[src/rtl/dfe_round_pkg.sv]
// Shared types and constants for the DFE rounding/saturation stage.
package dfe_round_pkg;

  localparam int SHIFT_W = 3;

  typedef enum logic [1:0] {
    RND_RNE     = 2'd0,
    RND_HALF_UP = 2'd1,
    RND_TRUNC   = 2'd2,
    RND_ZERO    = 2'd3
  } round_mode_e;

  function automatic longint out_max(input int w);
    return (64'sd1 <<< (w - 1)) - 64'sd1;
  endfunction

  function automatic longint out_min(input int w);
    return -(64'sd1 <<< (w - 1));
  endfunction

endpackage

[src/rtl/round_sat_lane.sv]
// One channel of the rounding/saturation datapath: stage 1 shifts and rounds,
// stage 2 clips to the output range and raises the clip flags.
module round_sat_lane
  import dfe_round_pkg::*;
#(
  parameter int ACC_WIDTH = 42,
  parameter int ACC_FRAC  = 32,
  parameter int OUT_WIDTH = 16,
  parameter int OUT_FRAC  = 15,
  parameter int MAX_SHIFT = 4
) (
  input  logic                        clk,
  input  logic                        rst_n,
  input  logic                        i_s1_en,
  input  logic                        i_s2_en,
  input  logic signed [ACC_WIDTH-1:0] i_acc,
  input  logic [SHIFT_W-1:0]          i_shift,
  input  logic [1:0]                  i_mode,
  output logic [OUT_WIDTH-1:0]        o_data,
  output logic                        o_ovf,
  output logic                        o_unf
);

  localparam int SUM_W = ACC_WIDTH + 1;
  localparam int BASE  = ACC_FRAC - OUT_FRAC;
  localparam logic [SHIFT_W-1:0]      SHIFT_CAP = SHIFT_W'(MAX_SHIFT);
  localparam logic signed [SUM_W-1:0] SUM_MAX   = SUM_W'(out_max(OUT_WIDTH));
  localparam logic signed [SUM_W-1:0] SUM_MIN   = SUM_W'(out_min(OUT_WIDTH));
  localparam logic [OUT_WIDTH-1:0]    SAT_HI    = OUT_WIDTH'(out_max(OUT_WIDTH));
  localparam logic [OUT_WIDTH-1:0]    SAT_LO    = OUT_WIDTH'(out_min(OUT_WIDTH));
  localparam logic [ACC_WIDTH-1:0]    ACC_ONE   = {{(ACC_WIDTH-1){1'b0}}, 1'b1};

  round_mode_e                 w_mode;
  logic [SHIFT_W-1:0]          w_shift;
  logic [7:0]                  w_t;
  logic signed [ACC_WIDTH-1:0] w_q;
  logic [ACC_WIDTH-1:0]        w_gmask;
  logic                        w_guard;
  logic                        w_sticky;
  logic                        w_inc;
  logic signed [SUM_W-1:0]     w_sum;
  logic signed [SUM_W-1:0]     r_sum;
  logic                        w_hi;
  logic                        w_lo;
  logic [OUT_WIDTH-1:0]        w_data;
  logic [OUT_WIDTH-1:0]        r_data;
  logic                        r_ovf;
  logic                        r_unf;

  assign w_mode  = round_mode_e'(i_mode);
  assign w_shift = (i_shift > SHIFT_CAP) ? SHIFT_CAP : i_shift;
  assign w_t     = 8'(BASE) + 8'(w_shift);
  assign w_q     = i_acc >>> w_t;
  // Guard is the bit just below the kept LSB; sticky is everything beneath it.
  assign w_gmask  = ACC_ONE << (w_t - 8'd1);
  assign w_guard  = |(i_acc & w_gmask);
  assign w_sticky = |(i_acc & (w_gmask - ACC_ONE));

  // Rounding increment for the selected mode; no fraction is dropped when T is 0.
  always_comb begin
    w_inc = 1'b0;
    if (w_t == 8'd0) begin
      w_inc = 1'b0;
    end else begin
      case (w_mode)
        RND_RNE:     w_inc = w_guard & (w_sticky | w_q[0]);
        RND_HALF_UP: w_inc = w_guard;
        RND_TRUNC:   w_inc = 1'b0;
        RND_ZERO:    w_inc = i_acc[ACC_WIDTH-1] & (w_guard | w_sticky);
        default:     w_inc = 1'b0;
      endcase
    end
  end

  assign w_sum = {w_q[ACC_WIDTH-1], w_q} + {{ACC_WIDTH{1'b0}}, w_inc};

  // Stage 1 register: rounded sum, one bit wider than the shifted word.
  always_ff @(posedge clk or negedge rst_n) begin
    if (!rst_n) begin
      r_sum <= {SUM_W{1'b0}};
    end else if (i_s1_en) begin
      r_sum <= w_sum;
    end
  end

  assign w_hi = (r_sum > SUM_MAX);
  assign w_lo = (r_sum < SUM_MIN);

  // Clip selection for stage 2.
  always_comb begin
    w_data = r_sum[OUT_WIDTH-1:0];
    if (w_hi) begin
      w_data = SAT_HI;
    end else if (w_lo) begin
      w_data = SAT_LO;
    end else begin
      w_data = r_sum[OUT_WIDTH-1:0];
    end
  end

  // Stage 2 register: output word and its clip flags move together.
  always_ff @(posedge clk or negedge rst_n) begin
    if (!rst_n) begin
      r_data <= {OUT_WIDTH{1'b0}};
      r_ovf  <= 1'b0;
      r_unf  <= 1'b0;
    end else if (i_s2_en) begin
      r_data <= w_data;
      r_ovf  <= w_hi;
      r_unf  <= w_lo;
    end
  end

  assign o_data = r_data;
  assign o_ovf  = r_ovf;
  assign o_unf  = r_unf;

endmodule

[src/rtl/round_sat_pipe.sv]
// Multi-channel two-stage round/saturate pipeline with valid/ready handshake.
// Optional SAT_COUNT_EN adds per-channel saturating clip counters (sat_count).
module round_sat_pipe
  import dfe_round_pkg::*;
#(
  parameter int ACC_WIDTH = 42,
  parameter int ACC_FRAC  = 32,
  parameter int OUT_WIDTH = 16,
  parameter int OUT_FRAC  = 15,
  parameter int NUM_CH    = 2,
  parameter int MAX_SHIFT = 4
) (
  input  logic                        clk,
  input  logic                        rst_n,
  input  logic [NUM_CH*ACC_WIDTH-1:0] data_in,
  input  logic                        valid_in,
  output logic                        ready_out,
  input  logic [SHIFT_W-1:0]          shift_sel,
  input  logic [1:0]                  round_mode,
  input  logic                        clr_flags,
  output logic [NUM_CH*OUT_WIDTH-1:0] data_out,
  output logic                        valid_out,
  input  logic                        ready_in,
  output logic [NUM_CH-1:0]           overflow,
  output logic [NUM_CH-1:0]           underflow,
  output logic [NUM_CH-1:0]           ovf_sticky
`ifdef SAT_COUNT_EN
  ,
  output logic [NUM_CH*16-1:0]        sat_count
`endif
);

  logic              r_s1_valid;
  logic              r_s2_valid;
  logic              w_s1_adv;
  logic              w_accept;
  logic              w_s2_load;
  logic              w_xfer;
  logic [NUM_CH-1:0] w_flag_xfer;
  logic [NUM_CH-1:0] w_sticky_nxt;
  logic [NUM_CH-1:0] r_sticky;

  assign w_s1_adv  = !r_s2_valid || ready_in;
  assign ready_out = !r_s1_valid || w_s1_adv;
  assign w_accept  = valid_in && ready_out;
  assign w_s2_load = w_s1_adv && r_s1_valid;
  assign w_xfer    = r_s2_valid && ready_in;

  for (genvar c = 0; c < NUM_CH; c++) begin : g_lane
    round_sat_lane #(
      .ACC_WIDTH (ACC_WIDTH),
      .ACC_FRAC  (ACC_FRAC),
      .OUT_WIDTH (OUT_WIDTH),
      .OUT_FRAC  (OUT_FRAC),
      .MAX_SHIFT (MAX_SHIFT)
    ) u_lane (
      .clk     (clk),
      .rst_n   (rst_n),
      .i_s1_en (w_accept),
      .i_s2_en (w_s2_load),
      .i_acc   (data_in[c*ACC_WIDTH +: ACC_WIDTH]),
      .i_shift (shift_sel),
      .i_mode  (round_mode),
      .o_data  (data_out[c*OUT_WIDTH +: OUT_WIDTH]),
      .o_ovf   (overflow[c]),
      .o_unf   (underflow[c])
    );
  end

  // Stage occupancy; a stage empties only when its content moves on.
  always_ff @(posedge clk or negedge rst_n) begin
    if (!rst_n) begin
      r_s1_valid <= 1'b0;
      r_s2_valid <= 1'b0;
    end else begin
      if (w_accept) begin
        r_s1_valid <= 1'b1;
      end else if (w_s1_adv) begin
        r_s1_valid <= 1'b0;
      end
      if (w_s1_adv) begin
        r_s2_valid <= r_s1_valid;
      end
    end
  end

  assign valid_out = r_s2_valid;

  // A flagged beat that leaves in the same cycle as a clear keeps its bit set.
  assign w_flag_xfer  = {NUM_CH{w_xfer}} & (overflow | underflow);
  assign w_sticky_nxt = w_flag_xfer | (clr_flags ? {NUM_CH{1'b0}} : r_sticky);

  // Sticky clip flags.
  always_ff @(posedge clk or negedge rst_n) begin
    if (!rst_n) begin
      r_sticky <= {NUM_CH{1'b0}};
    end else begin
      r_sticky <= w_sticky_nxt;
    end
  end

  assign ovf_sticky = r_sticky;

`ifdef SAT_COUNT_EN
  logic [NUM_CH*16-1:0] r_sat_cnt;

  // Per-channel clip counters, saturating at all-ones.
  always_ff @(posedge clk or negedge rst_n) begin
    if (!rst_n) begin
      r_sat_cnt <= {(NUM_CH*16){1'b0}};
    end else begin
      for (int c = 0; c < NUM_CH; c++) begin
        if (clr_flags) begin
          r_sat_cnt[c*16 +: 16] <= w_flag_xfer[c] ? 16'd1 : 16'd0;
        end else if (w_flag_xfer[c] && (r_sat_cnt[c*16 +: 16] != 16'hFFFF)) begin
          r_sat_cnt[c*16 +: 16] <= r_sat_cnt[c*16 +: 16] + 16'd1;
        end
      end
    end
  end

  assign sat_count = r_sat_cnt;
`endif

endmodule

[config.mk]
export PLATFORM = sky130hd
export DESIGN_NAME = round_sat_pipe
export DESIGN_NICKNAME = d
export VERILOG_FILES = /design/src/rtl/dfe_round_pkg.sv /design/src/rtl/round_sat_lane.sv /design/src/rtl/round_sat_pipe.sv
export SDC_FILE = /design/constraint.sdc
export NUM_CORES = 1
export LEC_CHECK = 0
export BUFFER_PORTS_ARGS = -buffer_cell sky130_fd_sc_hd__buf_2
export CAP_MARGIN = 25
export CELL_PAD_IN_SITES_DETAIL_PLACEMENT = 1
export CELL_PAD_IN_SITES_GLOBAL_PLACEMENT = 1
export CORE_MARGIN = 2
export CORE_UTILIZATION = 48
export CTS_CLUSTER_SIZE = 24
export DETAILED_ROUTE_END_ITERATION = 10
export PLACE_DENSITY_LB_ADDON = 0.3
export SYNTH_ARGS = -nofsm -noshare
export SYNTH_HDL_FRONTEND = slang
export SYNTH_SLANG_ARGS = --single-unit
[constraint.sdc]
create_clock -name clk -period 3 [get_ports clk]
set_input_delay 0.75 -clock clk [delete_from_list [all_inputs] [get_ports clk]]
set_output_delay 0.75 -clock clk [all_outputs]
set_load 0.01 [all_outputs]
==> results of run 1 <==
## stage by stage
stage          TNS, ns  hold WS (ns)
2_1_floorplan  -107.26        0.4455
3_3_place_gp    -98.61        0.4609
3_5_place_dp   -117.41        0.4779
4_1_cts         -70.08        0.2189
## cells in the mapped netlist (15+ instances only)
cell type | n | area [sq um]
a211oi_1 | 15 | 112.6
a21o_1 | 38 | 285.3
a21oi_1 | 65 | 325.3
buf_2 | 19 | 95.09
clkbuf_1 | 41 | 153.9
dfrtp_1 | 126 | 3153
mux2_2 | 24 | 270.3
mux2i_1 | 56 | 560.5
nand2_1 | 156 | 585.6
nand3_1 | 34 | 170.2
nand4_1 | 18 | 112.6
nor2_1 | 81 | 304.0
nor3_1 | 18 | 90.09
nor4_1 | 31 | 193.9
o21ai_0 | 63 | 315.3
xnor2_1 | 26 | 227.7
## metal layers
layer	GRT usage	overflow
met1	0.7308	0
met2	0.9152	5
met3	0.5374	0
met4	0.7873	5
met5	0.04286	0
## cells by family after synthesis
group	share of synthesized area
AND/OR/NAND/NOR	0.2286
AO/OA/AOI/OAI	0.2233
flip-flops	0.3290
multiplexers	0.1196
buffers and inverters	0.04648
XOR/XNOR	0.03995
adder cells (fa/ha/maj)	0.01306
## repair_timing
action                                  in CTS
cloned                                       4
buffers inserted                            24
resized for setup                          108
endpoints found under the setup margin      86
endpoints found under the hold margin        0
pin swaps                                   39
==> flow_metrics.env, run 1 <==
export IMPL_status="stopped before the end"
export IMPL_lastStage="5_1_grt"
export IMPL_stop_error="[ERROR GRT-0232] Routing congestion too high. Check the congestion heatmap in the GUI."
export IMPL_initial_core_util=0.4908
export IMPL_synth_net_count=1211
export IMPL_synthArstFlopShare=1.000
export IMPL_cts_buffers=17
export IMPL_grt_start_max_net_pins=68
export IMPL_port_buffers=133
export IMPL_synth_edf_count=0
export IMPL_syn_inst=1107
export IMPL_post_dp_hpwl_mm=30.99
export IMPL_die_y_microns=145.3
export IMPL_syn_area_per_cell_sq_um=8.657
export IMPL_ys_seq_elements=126
export IMPL_dpl_cell_count=1692
export IMPL_grt_overflow=10
export IMPL_clock_sinks=126
export IMPL_io_pins=134
export IMPL_row_count=51
export IMPL_ys_flop_type="dfrtp_1"
export IMPL_grtUsageTotal=0.7301
export IMPL_cts_hold_buf=0
export IMPL_clockRootBuffer="clkbuf_16"
export IMPL_dieWidth_microns=145.3
export IMPL_yosysUniqueCellTypes=88
export IMPL_cts_max_level=4
export IMPL_cts_path_max_buffers=2
export IMPL_ys_seq_area_frac=0.3290
export IMPL_placed_area_sq_um=12550
export IMPL_pre_cts_slack_ns=-1.736
export IMPL_syn_area_sq_um=9583
export IMPL_place_gp_congestion=0.9473
export IMPL_ys_warn_count=0
==> inputs of run 2 (changes only) <==
CELL_PAD_IN_SITES_DETAIL_PLACEMENT = default   (was 1)
CELL_PAD_IN_SITES_GLOBAL_PLACEMENT = default   (was 1)
CORE_UTILIZATION = 40   (was 48)
CTS_CLUSTER_SIZE = default   (was 24)
PLACE_DENSITY_LB_ADDON = 0.15   (was 0.3)
==> flow_metrics.env, run 2 <==
export IMPL_status="finished, violations left"
export IMPL_violations="negative setup slack"
export IMPL_grt_start_max_net_pins=55
export IMPL_worst_path_buf_inv=7
export IMPL_crit_chain="buf_8 -> buf_6 -> inv_8 -> nand2_8 -> inv_8 -> ha_4 -> xnor2_4 -> and2_4 -> a21oi_2 -> mux2_4 -> a221o_1 -> a211oi_2 -> buf_4 -> o221ai_4 -> o221a_4 -> ha_4 -> ha_4 -> inv_4 -> nor4_4 -> buf_4 -> and3_1 -> o31ai_1"
export IMPL_synth_top_area_frac=0.3290
export IMPL_ys_seq_area_frac=0.3290
export IMPL_mostFrequentLayoutCells="266 x buf_4, 145 x nand2_1, 130 x buf_2, 126 x dfrtp_1, 76 x nor2_1"
export IMPL_drtIter0Drc=759
export IMPL_arrival_ns=4.00
export IMPL_layout_commonest_cell="buf_4"
export IMPL_io_pins=134
export IMPL_post_dp_hpwl_mm=23.72
export IMPL_fin_cells=1805
export IMPL_drv_slew=0
export IMPL_internal_power_w=0.004514
export IMPL_die_y_microns=158.8
export IMPL_cts_hold_buf=0
export IMPL_grt_overflow=0
export IMPL_syn_inst=1107
export IMPL_cp_top_family="compound AO/OA/AOI/OAI gates"
export IMPL_top_register="g_lane.u_lane.r_sum"
export IMPL_dieWidth_microns=158.8
export IMPL_area_growth_pct=47.04
export IMPL_syn_area_sq_um=9583
export IMPL_crit_slowest_cell="a221o_1"
export IMPL_syn_area_per_cell_sq_um=8.657
export IMPL_cp_depth=22
export IMPL_port_buffers=133
export IMPL_placed_area_sq_um=12550
export IMPL_hold_violations=0
export IMPL_worstSetupPathType="input port to flop"
export IMPL_largest_reg_flops=86
export IMPL_pwr_share_seq=0.334
export IMPL_clock_skew_ns=0.009293
export IMPL_cp_end_kind="flop"
export IMPL_synthArstFlopShare=1.000
export IMPL_clockRootBuffer="clkbuf_16"
export IMPL_max_freq_mhz=270.7
export IMPL_combPwrFrac=0.346
export IMPL_yosys_top_cells_area="dfrtp_1 33%, nand2_1 6.1%, mux2i_1 5.8%, a21oi_1 3.4%, o21ai_0 3.3%"
export IMPL_cts_max_level=4
export IMPL_yosys_area_top_type="dfrtp_1"
export IMPL_ys_flop_type="dfrtp_1"
export IMPL_dpl_cell_count=1743
export IMPL_wl_per_cell_microns=17.74
export IMPL_synth_edf_count=0
export IMPL_ys_top_cells_by_count="156 x nand2_1, 126 x dfrtp_1, 81 x nor2_1"
export IMPL_cpPeakStageDelay_ns=0.35
export IMPL_synth_net_count=1211
export IMPL_row_count=56
export IMPL_path_clk_slew_ns=0.06
export IMPL_tritoncts="yes"
export IMPL_grt_pass1_wl_mm=51.87
export IMPL_multi_input_area_sq_um=6748
export IMPL_reg2regPathDepth=6
export IMPL_core_area_sq_um=23470
export IMPL_ant_nets=0
export IMPL_layout_nets=1578
export IMPL_pre_cts_slack_ns=-1.341
export IMPL_dieArea_sq_um=25210
export IMPL_fin_area_sq_um=14090
export IMPL_initial_core_util=0.4083
export IMPL_cts_path_max_buffers=2
export IMPL_clk_latency_ns=0.41
export IMPL_net_switching_power_w=0.002188
export IMPL_grtUsageTotal=0.2503
export IMPL_cap_violations=0
export IMPL_switching_share=0.3265
export IMPL_grt_pass1_vias=9752
export IMPL_cts_buffers=17
export IMPL_powerDensity_nw_per_um2=475.6
export IMPL_vias_per_cell=5.570
export IMPL_fill_cells=2047
export IMPL_tightest_slew_ns=0.6085
export IMPL_hold_slack_ns=0.3174
export IMPL_final_layout_size_suffix_gt1_frac=0.4145
export IMPL_period_needed_ns=3.694
export IMPL_clock_sinks=126
export IMPL_seqCellArea_sq_um=3153
export IMPL_irDropWorstVdd_mv=0.3205
export IMPL_cp_data_required_time_ns=3.30
export IMPL_routed_wl_mm=32.01
export IMPL_ys_warn_count=0
export IMPL_cp_max_fo=7
export IMPL_n_antenna_cell=0
export IMPL_hold_path_class="input port to asynchronous set/reset pin"
export IMPL_regToRegSetupSlack_ns=0.95
export IMPL_crit_path_start_kind="input port"
export IMPL_route_vias_total=10050
export IMPL_max_slew_margin=0.5928
export IMPL_rsz0062_at_grt="true"
export IMPL_p_clk_frac=0.319
export IMPL_dr_pass1_iters=5
export IMPL_drc=0
export IMPL_place_gp_congestion=0.8980
export IMPL_leakagePower_nw=6.304
export IMPL_post_route_period_util=1.231
export IMPL_synth_most_common_cell="nand2_1"
export IMPL_worst_slack_ns=-0.6943
export IMPL_cpMostUsedCell="ha_4"
export IMPL_ys_seq_elements=126
export IMPL_setup_viol=85
export IMPL_antenna_found_initial=0
export IMPL_yosysUniqueCellTypes=88
## run 2: cell counts after synthesis
No cell type changed its count.
## run 2: cell type report
class,count,share of cell area
clock buffer,17,0.03019
clock inverter,14,0.01376
inverter,13,0.005594
multi-input combinational,889,0.4789
sequential,126,0.2238
tap,319,0.02833
timing repair buffer,427,0.2195
## run 2: logic make-up (layout without fill, tap and decap cells)
| logic type | after synthesis | count (layout) | share of synthesized area |
|---|---|---|---|
| simple gates | 430 | 430 | 0.2286 |
| xor+xnor | 42 | 42 | 0.03995 |
| fa+ha+maj | 10 | 10 | 0.01306 |
| compound gates | 312 | 313 | 0.2233 |
| mux | 94 | 94 | 0.1196 |
| buf+inv | 93 | 471 | 0.04648 |
| flops | 126 | 126 | 0.3290 |
## run 2: worst register-to-register path: cells and delay by family (launching register included)
kind / cells / cell delay [ns]
AND/OR/NAND/NOR: 3 / 1.05
AO/OA/AOI/OAI: 2 / 0.19
buffers and inverters: 1 / 0.29
flip-flops: 1 / 0.41
## run 2: power by group through the flow
| stage | Sequential, W | Clock [W] | Combinational [W] |
|---|---|---|---|
| final | 0.00224 | 0.00214 | 0.00232 |
| after CTS | 0.00224 | 0.00216 | 0.00223 |
| after floorplan | 0.00226 | 0 | 0.00116 |
| after global placement | 0.00226 | 0 | 0.00209 |
| after detailed placement | 0.00227 | 0 | 0.00212 |
| after global routing | 0.00228 | 0.00225 | 0.00253 |
## run 2: final timing paths
| check | startpoint | end |
|---|---|---|
| setup / recovery | shift_sel[2] | g_lane[0].u_lane.r_sum[10] |
| hold / removal | rst_n | g_lane[0].u_lane.r_sum[18] |
| setup reg to reg | g_lane[1].u_lane.r_sum[42] | g_lane[1].u_lane.o_data[12] |
| hold reg to reg | g_lane[1].u_lane.r_sum[0] | g_lane[1].u_lane.r_sum[0] |
| max in group asynchronous | rst_n | g_lane[1].u_lane.r_sum[10] |
| min in group clk | g_lane[1].u_lane.r_sum[0] | g_lane[1].u_lane.r_sum[0] |
## run 2: what timing repair did
item	4_1_cts	5_1_grt
gates cloned	4	1
setup buffers	18	12
gates resized for setup	87	57
setup endpoints to repair	86	86
pin swaps	43	49
## run 2: per-layer routing
metal / global-route usage / up-vias / wire length, microns
met1: 0.3496 / 4815 / 14830
li1: - / 4872 / -
met5: 0 / - / 0
met3: 0.03292 / 52 / 1406
met4: 0.07214 / 0 / 816
met2: 0.4063 / 315 / 14960
## run 2: stage by stage
| step | utilization | setup TNS (ns) | power, W |
|---|---|---|---|
| 4_1_cts | 0.5860 | -43.68 | 0.006629 |
| 5_1_grt | 0.6003 | -59.32 | 0.007058 |
| 2_1_floorplan | - | -107.26 | 0.003419 |
| 3_5_place_dp | 0.5346 | -98.55 | 0.004382 |
| 3_3_place_gp | 0.5346 | -93.44 | 0.004345 |
| 6_report | 0.6003 | -49.54 | 0.006702 |
No activity file was read; power rests on OpenSTA's default activity.
